## src/rtl/exe_muldiv_seq.sv

```systemverilog
// Multi-cycle RV32M multiply/divide sequencer for the EXE stage.
// Radix-2 shift-add multiply, restoring divide, and single-cycle fast paths for the divide corner cases.
module exe_muldiv_seq #(
  parameter int unsigned WIDTH = 32
) (
  input  logic             clk,
  input  logic             rst_n,
  input  logic             start_i,
  input  logic [2:0]       funct3_i,
  input  logic [WIDTH-1:0] op_a_i,
  input  logic [WIDTH-1:0] op_b_i,
  input  logic             flush_i,
  output logic             stall_o,
  output logic             done_o,
  output logic [WIDTH-1:0] result_o
);

  localparam int unsigned CntW = $clog2(WIDTH) + 1;

  localparam logic [1:0] StIdle = 2'd0;
  localparam logic [1:0] StMul  = 2'd1;
  localparam logic [1:0] StDiv  = 2'd2;
  localparam logic [1:0] StDone = 2'd3;

  logic [1:0]         state_q, state_d;
  logic [CntW-1:0]    cnt_q, cnt_d;
  logic [2:0]         f3_q, f3_d;
  logic               neg_q, neg_d;
  logic [WIDTH-1:0]   opb_q, opb_d;
  logic [2*WIDTH:0]   acc_q, acc_d;
  logic [WIDTH-1:0]   result_q, result_d;

  logic               accept, is_div, a_sgn, b_sgn, a_neg, b_neg, div_zero, div_ovf;
  logic [WIDTH-1:0]   mag_a, mag_b;
  logic [WIDTH:0]     mul_upper, div_trial;
  logic [2*WIDTH:0]   mul_next, div_shift, div_next;
  logic [2*WIDTH-1:0] mul_prod;
  logic [WIDTH-1:0]   div_raw, calc;

  assign accept = (state_q == StIdle) & start_i & ~flush_i;
  assign is_div = funct3_i[2];
  assign a_sgn  = is_div ? ~funct3_i[0] : (funct3_i[1:0] == 2'b01 || funct3_i[1:0] == 2'b10);
  assign b_sgn  = is_div ? ~funct3_i[0] : (funct3_i[1:0] == 2'b01);
  assign a_neg  = a_sgn & op_a_i[WIDTH-1];
  assign b_neg  = b_sgn & op_b_i[WIDTH-1];
  assign mag_a  = a_neg ? -op_a_i : op_a_i;
  assign mag_b  = b_neg ? -op_b_i : op_b_i;

  assign div_zero = (op_b_i == '0);
  assign div_ovf  = ~funct3_i[0] & (op_a_i == {1'b1, {(WIDTH-1){1'b0}}}) & (op_b_i == '1);

  // Multiply: multiplier sits in the low half and is consumed LSB first.
  assign mul_upper = acc_q[2*WIDTH:WIDTH] + (acc_q[0] ? {1'b0, opb_q} : '0);
  assign mul_next  = {1'b0, mul_upper, acc_q[WIDTH-1:1]};

  // Divide: {remainder, quotient} shifts left; quotient bits enter at the LSB.
  assign div_shift = {acc_q[2*WIDTH-1:0], 1'b0};
  assign div_trial = div_shift[2*WIDTH:WIDTH] - {1'b0, opb_q};
  assign div_next  = (div_shift[2*WIDTH:WIDTH] >= {1'b0, opb_q}) ?
                     {div_trial, div_shift[WIDTH-1:1], 1'b1} : div_shift;

  always_comb begin
    mul_prod = neg_q ? -acc_q[2*WIDTH-1:0] : acc_q[2*WIDTH-1:0];
    div_raw  = f3_q[1] ? acc_q[2*WIDTH-1:WIDTH] : acc_q[WIDTH-1:0];
    if (f3_q[2]) begin
      calc = neg_q ? -div_raw : div_raw;
    end else begin
      calc = (f3_q[1:0] == 2'b00) ? mul_prod[WIDTH-1:0] : mul_prod[2*WIDTH-1:WIDTH];
    end
  end

  assign stall_o  = accept | (((state_q == StMul) | (state_q == StDiv)) & ~flush_i);
  assign done_o   = (state_q == StDone) & ~flush_i;
  assign result_o = done_o ? calc : result_q;

  always_comb begin
    state_d  = state_q;
    cnt_d    = cnt_q;
    f3_d     = f3_q;
    neg_d    = neg_q;
    opb_d    = opb_q;
    acc_d    = acc_q;
    result_d = result_q;
    case (state_q)
      StIdle: begin
        if (accept) begin
          f3_d  = funct3_i;
          cnt_d = '0;
          if (is_div) begin
            neg_d = funct3_i[1] ? a_neg : (a_neg ^ b_neg);
            opb_d = mag_b;
            if (div_zero) begin
              // Fast-path results are parked in acc so the DONE mux needs no special case.
              acc_d   = {1'b0, op_a_i, {WIDTH{1'b1}}};
              neg_d   = 1'b0;
              state_d = StDone;
            end else if (div_ovf) begin
              acc_d   = {{(WIDTH+1){1'b0}}, op_a_i};
              neg_d   = 1'b0;
              state_d = StDone;
            end else begin
              acc_d   = {{(WIDTH+1){1'b0}}, mag_a};
              state_d = StDiv;
            end
          end else begin
            neg_d   = a_neg ^ b_neg;
            opb_d   = mag_a;
            acc_d   = {{(WIDTH+1){1'b0}}, mag_b};
            state_d = StMul;
          end
        end
      end
      StMul, StDiv: begin
        if (flush_i) begin
          state_d = StIdle;
        end else begin
          acc_d = (state_q == StMul) ? mul_next : div_next;
          cnt_d = cnt_q + CntW'(1);
          if (cnt_q == CntW'(WIDTH - 1)) state_d = StDone;
        end
      end
      default: begin
        state_d = StIdle;
        if (!flush_i) result_d = calc;
      end
    endcase
  end

  always_ff @(posedge clk or negedge rst_n) begin
    if (!rst_n) begin
      state_q  <= StIdle;
      cnt_q    <= '0;
      f3_q     <= '0;
      neg_q    <= 1'b0;
      opb_q    <= '0;
      acc_q    <= '0;
      result_q <= '0;
    end else begin
      state_q  <= state_d;
      cnt_q    <= cnt_d;
      f3_q     <= f3_d;
      neg_q    <= neg_d;
      opb_q    <= opb_d;
      acc_q    <= acc_d;
      result_q <= result_d;
    end
  end

endmodule

```

## config.mk

```make
export PLATFORM = sky130hd
export DESIGN_NAME = exe_muldiv_seq
export DESIGN_NICKNAME = d
export VERILOG_FILES = /design/src/rtl/exe_muldiv_seq.sv
export SDC_FILE = /design/constraint.sdc
export NUM_CORES = 1
export LEC_CHECK = 0
export ABC_AREA = 1
export CAP_MARGIN = 25
export CORE_UTILIZATION = 55
export CTS_CLUSTER_DIAMETER = 200
export DETAILED_ROUTE_END_ITERATION = 7
export GPL_TIMING_DRIVEN = 0
export PLACE_DENSITY = 0.84
export SETUP_SLACK_MARGIN = 0.05
export SYNTH_ARGS = -nofsm -noshare
export SYNTH_HDL_FRONTEND = slang
export SYNTH_SLANG_ARGS = --single-unit
```

## constraint.sdc

```tcl
create_clock -name clk -period 2.6 [get_ports clk]
set_input_delay 0.39 -clock clk [delete_from_list [all_inputs] [get_ports clk]]
set_output_delay 0.39 -clock clk [all_outputs]
set_load 0.03 [all_outputs]
```

==> flow_summary_export.csv, run 1 <==
group,metric,value,unit
cts,htree_levels,4,
placed_design,place_area,21600,sq um
placed_design,routabilityCongestion,1.23,
logic_synthesis,yosysUniqueCellTypes,54,
placed_design,dpl.hpwl,83800,um
outcome,lastStage,"global routing (5_1_grt)",
logic_synthesis,synth_area_leaders,"nand2_1 25%, dfrtp_1 18%, inv_1 9.0%, nor2_1 8.7%, nand3_1 7.6%",
floorplanning,start_util,56.0,%
logic_synthesis,synth_warnings,0,
logic_synthesis,synth.avg_cell_area,5.39,sq um
floorplanning,die_h,193,um
cts,cts.sinks,141,
logic_synthesis,synth_top_area_share,25.3,%
outcome,status,"stopped before the end",
logic_synthesis,synth.cell_area,20000,sq um
floorplanning,die_w,193,um
logic_synthesis,synth-seq-cells,141,
timing,postGrtWorstEndpoint,"result_o[28]",
floorplanning,fp-row-count,69,
logic_synthesis,syn_nets,3855,
cts,clockBufferDepth,2,
outcome,first-error,"[ERROR GRT-0232] Routing congestion too high. Check the congestion heatmap in the GUI.",
global_routing,grt-ovfl-total,9,
timing,worst-ep-kind,"top-level output",
placed_design,io_buffers,104,
global_routing,grt_use_total,68.3,%
placed_design,post-place-ws,-1.61,ns
cts,numCtsBuffers,17,
logic_synthesis,syn_inst,3707,
cts,cts-root-buf,"clkbuf_16",
floorplanning,io_pins,105,
global_routing,grt_max_degree,75,
logic_synthesis,yosysTopAreaCell,"nand2_1",
logic_synthesis,ys_seq_area_share,17.7,%
## cell usage after synthesis (all sizes together)
cell        n
nand3b     17
xnor2      13
o21a        2
or2         7
fa          2
o21ai     216
clkinv      1
a31oi      13
a21boi      3
a22o        1
a21oi     167
and2        6
o21bai     14
buf        60
a31o        1
and3        3
nor2      491
ha         75
o22ai      12
o211ai     24
dfrtp     141
a22oi      11
o2111ai     4
nand2    1351
o221ai      7
nand4      73
clkbuf     67
nand3     312
inv       494
xor2       59
o31ai       7
nor4        3
nor3       43
a21o        7
## through the flow
| stage | hold slack (ns) | instances |
|---|---|---|
| after floorplan | 0.0944 | 3707 |
| after global placement | 0.460 | 4272 |
| after CTS | 0.488 | 4416 |
| after detailed placement | 0.441 | 4273 |
## layer usage
metal / overflow / global-route usage [%]
met2: 1 / 85.9
met3: 0 / 51.0
met5: 0 / 12.9
met4: 8 / 58.9
met1: 0 / 72.7
## what timing repair did
| item | in CTS |
|---|---|
| buffers inserted | 107 |
| resized for setup | 762 |
| setup endpoints to repair | 132 |
| hold buffers | 1 |
| pin swaps | 84 |
| endpoints found under the hold margin | 58 |
| cloned | 4 |
## cell families after synthesis
family / synth area share [%]
XOR/XNOR: 3.16
buffers and inverters: 12.4
AO/OA/AOI/OAI: 13.7
adder cells (fa/ha/maj): 4.90
AND/OR/NAND/NOR: 48.2
flip-flops: 17.7
==> run 2, diff against run 1 <==
--- a/config.mk
+++ b/config.mk
@@ -7,12 +7,10 @@
 export LEC_CHECK = 0
 export ABC_AREA = 1
 export CAP_MARGIN = 25
-export CORE_UTILIZATION = 55
-export CTS_CLUSTER_DIAMETER = 200
+export CORE_UTILIZATION = 40
 export DETAILED_ROUTE_END_ITERATION = 7
 export GPL_TIMING_DRIVEN = 0
-export PLACE_DENSITY = 0.84
-export SETUP_SLACK_MARGIN = 0.05
+export PLACE_DENSITY_LB_ADDON = 0.15
 export SYNTH_ARGS = -nofsm -noshare
 export SYNTH_HDL_FRONTEND = slang
 export SYNTH_SLANG_ARGS = --single-unit
==> constraint.sdc (replaced) <==
create_clock -name clk -period 3.38 [get_ports clk]
set_input_delay 0.507 -clock clk [delete_from_list [all_inputs] [get_ports clk]]
set_output_delay 0.507 -clock clk [all_outputs]
set_load 0.03 [all_outputs]
==> flow_summary_export.csv, run 2 <==
group,metric,value,unit
outcome,status,"complete, but fails checks",
outcome,violations,"setup timing",
finish,layout.cells.non_filler,4608,
setup_path,cp_max_fo,6,
cts,cts-root-buf,"clkbuf_16",
global_routing,grt_max_degree,84,
logic_synthesis,synth-seq-cells,141,
finish,reg_top3,"acc_q x65, opb_q x32, result_q x32",
global_routing,grt-ovfl-total,0,
pwr,worst_ir_drop_vdd,0.597,mV
global_routing,grt_pass1_wl,161000,um
logic_synthesis,syn_inst,3707,
logic_synthesis,synth_warnings,0,
global_routing,grt_most_used_layer,"met2",
finish,drive_above_1_share,14.8,%
logic_synthesis,synth-async-reset-ratio,100,%
cts,htree_levels,4,
floorplanning,die_area,50800,sq um
timing,final.setup.worst_slack,-0.0390,ns
logic_synthesis,synth.avg_cell_area,5.39,sq um
timing,rsz0062_at_grt,"true",
logic_synthesis,synth_area_leaders,"nand2_1 25%, dfrtp_1 18%, inv_1 9.0%, nor2_1 8.7%, nand3_1 7.6%",
setup_path,reg2reg_from,"acc_q[31]",
finish,final_cell_mix,"1291 x nand2_1, 453 x inv_1, 389 x nor2_1, 281 x nand3_1, 161 x o21ai_0",
global_routing,met3_usage,11.2,%
logic_synthesis,syn_nets,3855,
placed_design,routabilityCongestion,1.11,
floorplanning,start_util,40.7,%
timing,slew_headroom,28.0,%
placed_design,dpl.hpwl,94300,um
worst_hold_path,min_delay_worst_endpoint,"result_q[15]",
timing,finalClockSkew,0.0289,ns
finish,largest_reg_flops,65,
cts,cts_tree,"built",
timing,slew_viol_final,0,
route,vias,26800,
setup_path,path_class,"flop to output port",
cts,cts.sinks,141,
logic_synthesis,synth.cell_area,20000,sq um
setup_path,rr_endpoint,"acc_q[64]",
logic_synthesis,ys_seq_area_share,17.7,%
finish,regMostFlops,"acc_q",
timing,worstMarginPinSlew,1.07,ns
timing,min_period,3.42,ns
worst_hold_path,hold_path_class,"flop to flop",
pwr,power_density,1110,nW/um^2
global_routing,grt_use_total,44.4,%
worst_hold_path,min-delay-start,"result_q[15]",
logic_synthesis,synth.most_common_cell,"nand2_1",
timing,hold_viol,0,
logic_synthesis,synth_common_cells,"1345 x nand2_1, 481 x inv_1, 461 x nor2_1",
timing,setup_tns,-0.118,ns
floorplanning,die_w,225,um
global_routing,antenna_found_initial,3,
floorplanning,fp-row-count,81,
global_routing,grtUsageMet1,59.9,%
setup_path,start_kind,"flop",
global_routing,met2_usage,64.7,%
finish,final_common_cell,"nand2_1",
route,first_iter_violations,3417,
route,wire_per_inst,24.9,um
floorplanning,fp.coreArea,49100,sq um
setup_path,end_kind,"output port",
placed_design,place_inst,4476,
timing,max_freq,292,MHz
global_routing,first_global_vias,23900,
setup_path,crit_arrival,2.91,ns
setup_path,critPathRequiredTime,2.87,ns
worst_hold_path,whs_path_depth,2,
logic_synthesis,synth_top_area_share,25.3,%
route,drt-vias-per-instance,5.83,
setup_path,reg2regPathDepth,14,
route,ant_nets,0,
floorplanning,io_pins,105,
setup_path,rrSetupSlack,0.09,ns
timing,fin_crit_sh,101,%
timing,setup_violations,5,
cts,numCtsBuffers,17,
finish,nets,4078,
logic_synthesis,yosysUniqueCellTypes,54,
cts,clk_pin_slew,0.07,ns
logic_synthesis,synth-edff-count,0,
pwr,p_leak,12.5,nW
logic_synthesis,yosysTopAreaCell,"nand2_1",
floorplanning,die_h,225,um
placed_design,io_buffers,104,
finish,area_growth,22.6,%
route,remaining_drc_errors,0,
job,drv_cap,0,
cts,clk_latency,0.52,ns
route,first_pass_iters,6,
setup_path,startpoint,"f3_q[1]",
cts,clockBufferDepth,2,
logic_synthesis,ys.flop_type,"dfrtp_1",
route,drt-total-wl,115000,um
==> run 2: cell counts after synthesis <==
No cell type changed its count.
==> run 2: worst max path at each step <==
stage | to | slack, ns
final | result_o[16] | -0.04
after detailed placement | result_o[25] | -1.01
after CTS | result_o[31] | -0.03
after global routing | result_o[16] | -0.12
after floorplan | result_o[24] | 0.61
after global placement | opb_q[21] | -4.49
==> run 2: kinds of logic after synthesis <==
family	Yosys count	synth area share, %
adders and majority gates	77	4.90
and+or+nand+nor	2306	48.2
DFF	141	17.7
AOI/OAI and AO/OA	489	13.7
xor gates and xnor gates	72	3.16
buffers and inverters	622	12.4
==> run 2: routing by layer <==
| metal | vias up | share of wire (%) |
|---|---|---|
| met5 | - | 0.011 |
| met4 | 2 | 6.2 |
| met3 | 350 | 12 |
| met2 | 1665 | 41 |
| met1 | 12600 | 41 |
| li1 | 12300 | - |
==> run 2: layout make-up <==
cell class | count | area, sq um
diodes | 1 | 2.50
plain buffers | 126 | 759
clock buffers | 17 | 425
clock inverters | 15 | 181
fillers | 5474 | 24600
inverters | 495 | 1920
multi-input cells | 2944 | 14900
flip-flops and latches | 141 | 3590
well taps | 664 | 831
repair buffers | 205 | 1920
==> run 2: where the power goes <==
group	internal, W	switching, W	total, W
combinational	0.00651	0.0146	0.0211
sequential	0.00249	0.00148	0.00397
clock	0.00100	0.00105	0.00205
total	0.0100	0.0171	0.0271
==> run 2: through the flow <==
step / total power (W) / cell area [sq um] / hold WS (ns) / util, % / setup slack [ns]
final: 0.0271 / 24500 / 0.476 / 49.9 / -0.0390
after global routing: 0.0285 / 24500 / 0.506 / 49.9 / -0.116
after CTS: 0.0246 / 23100 / 0.476 / 47.2 / -0.0307
after detailed placement: 0.0218 / 21900 / 0.463 / 44.6 / -1.01
after global placement: 0.0218 / 21800 / 0.461 / 44.5 / -4.49
after floorplan: 0.0147 / 20000 / 0.211 / - / 0.607
==> run 2: critical path, cell delays in order (launching register included) <==
cell and delay, ns:
dfrtp_2 0.51, buf_8 0.18, nand2_1 0.07, o21ai_1 0.09, inv_2 0.09, ha_4 0.16, nand3_4 0.16, nor2_4 0.17
buf_4 0.12, buf_4 0.10, nand3_1 0.06, nand2_1 0.07, nand2_1 0.05, o21ai_1 0.10, a21oi_1 0.10, a21oi_2 0.19
buf_6 0.17
==> run 2: timing repair <==
action / 4_1_cts / 5_1_grt
hold buffers: 1 / 0
setup buffers: 24 / 71
pin swaps: 25 / 54
setup endpoints to repair: 40 / 43
gates resized for setup: 351 / 285
hold endpoints to repair: 16 / 0
cloned: 0 / 4
Power figures use the tool's default switching activity.
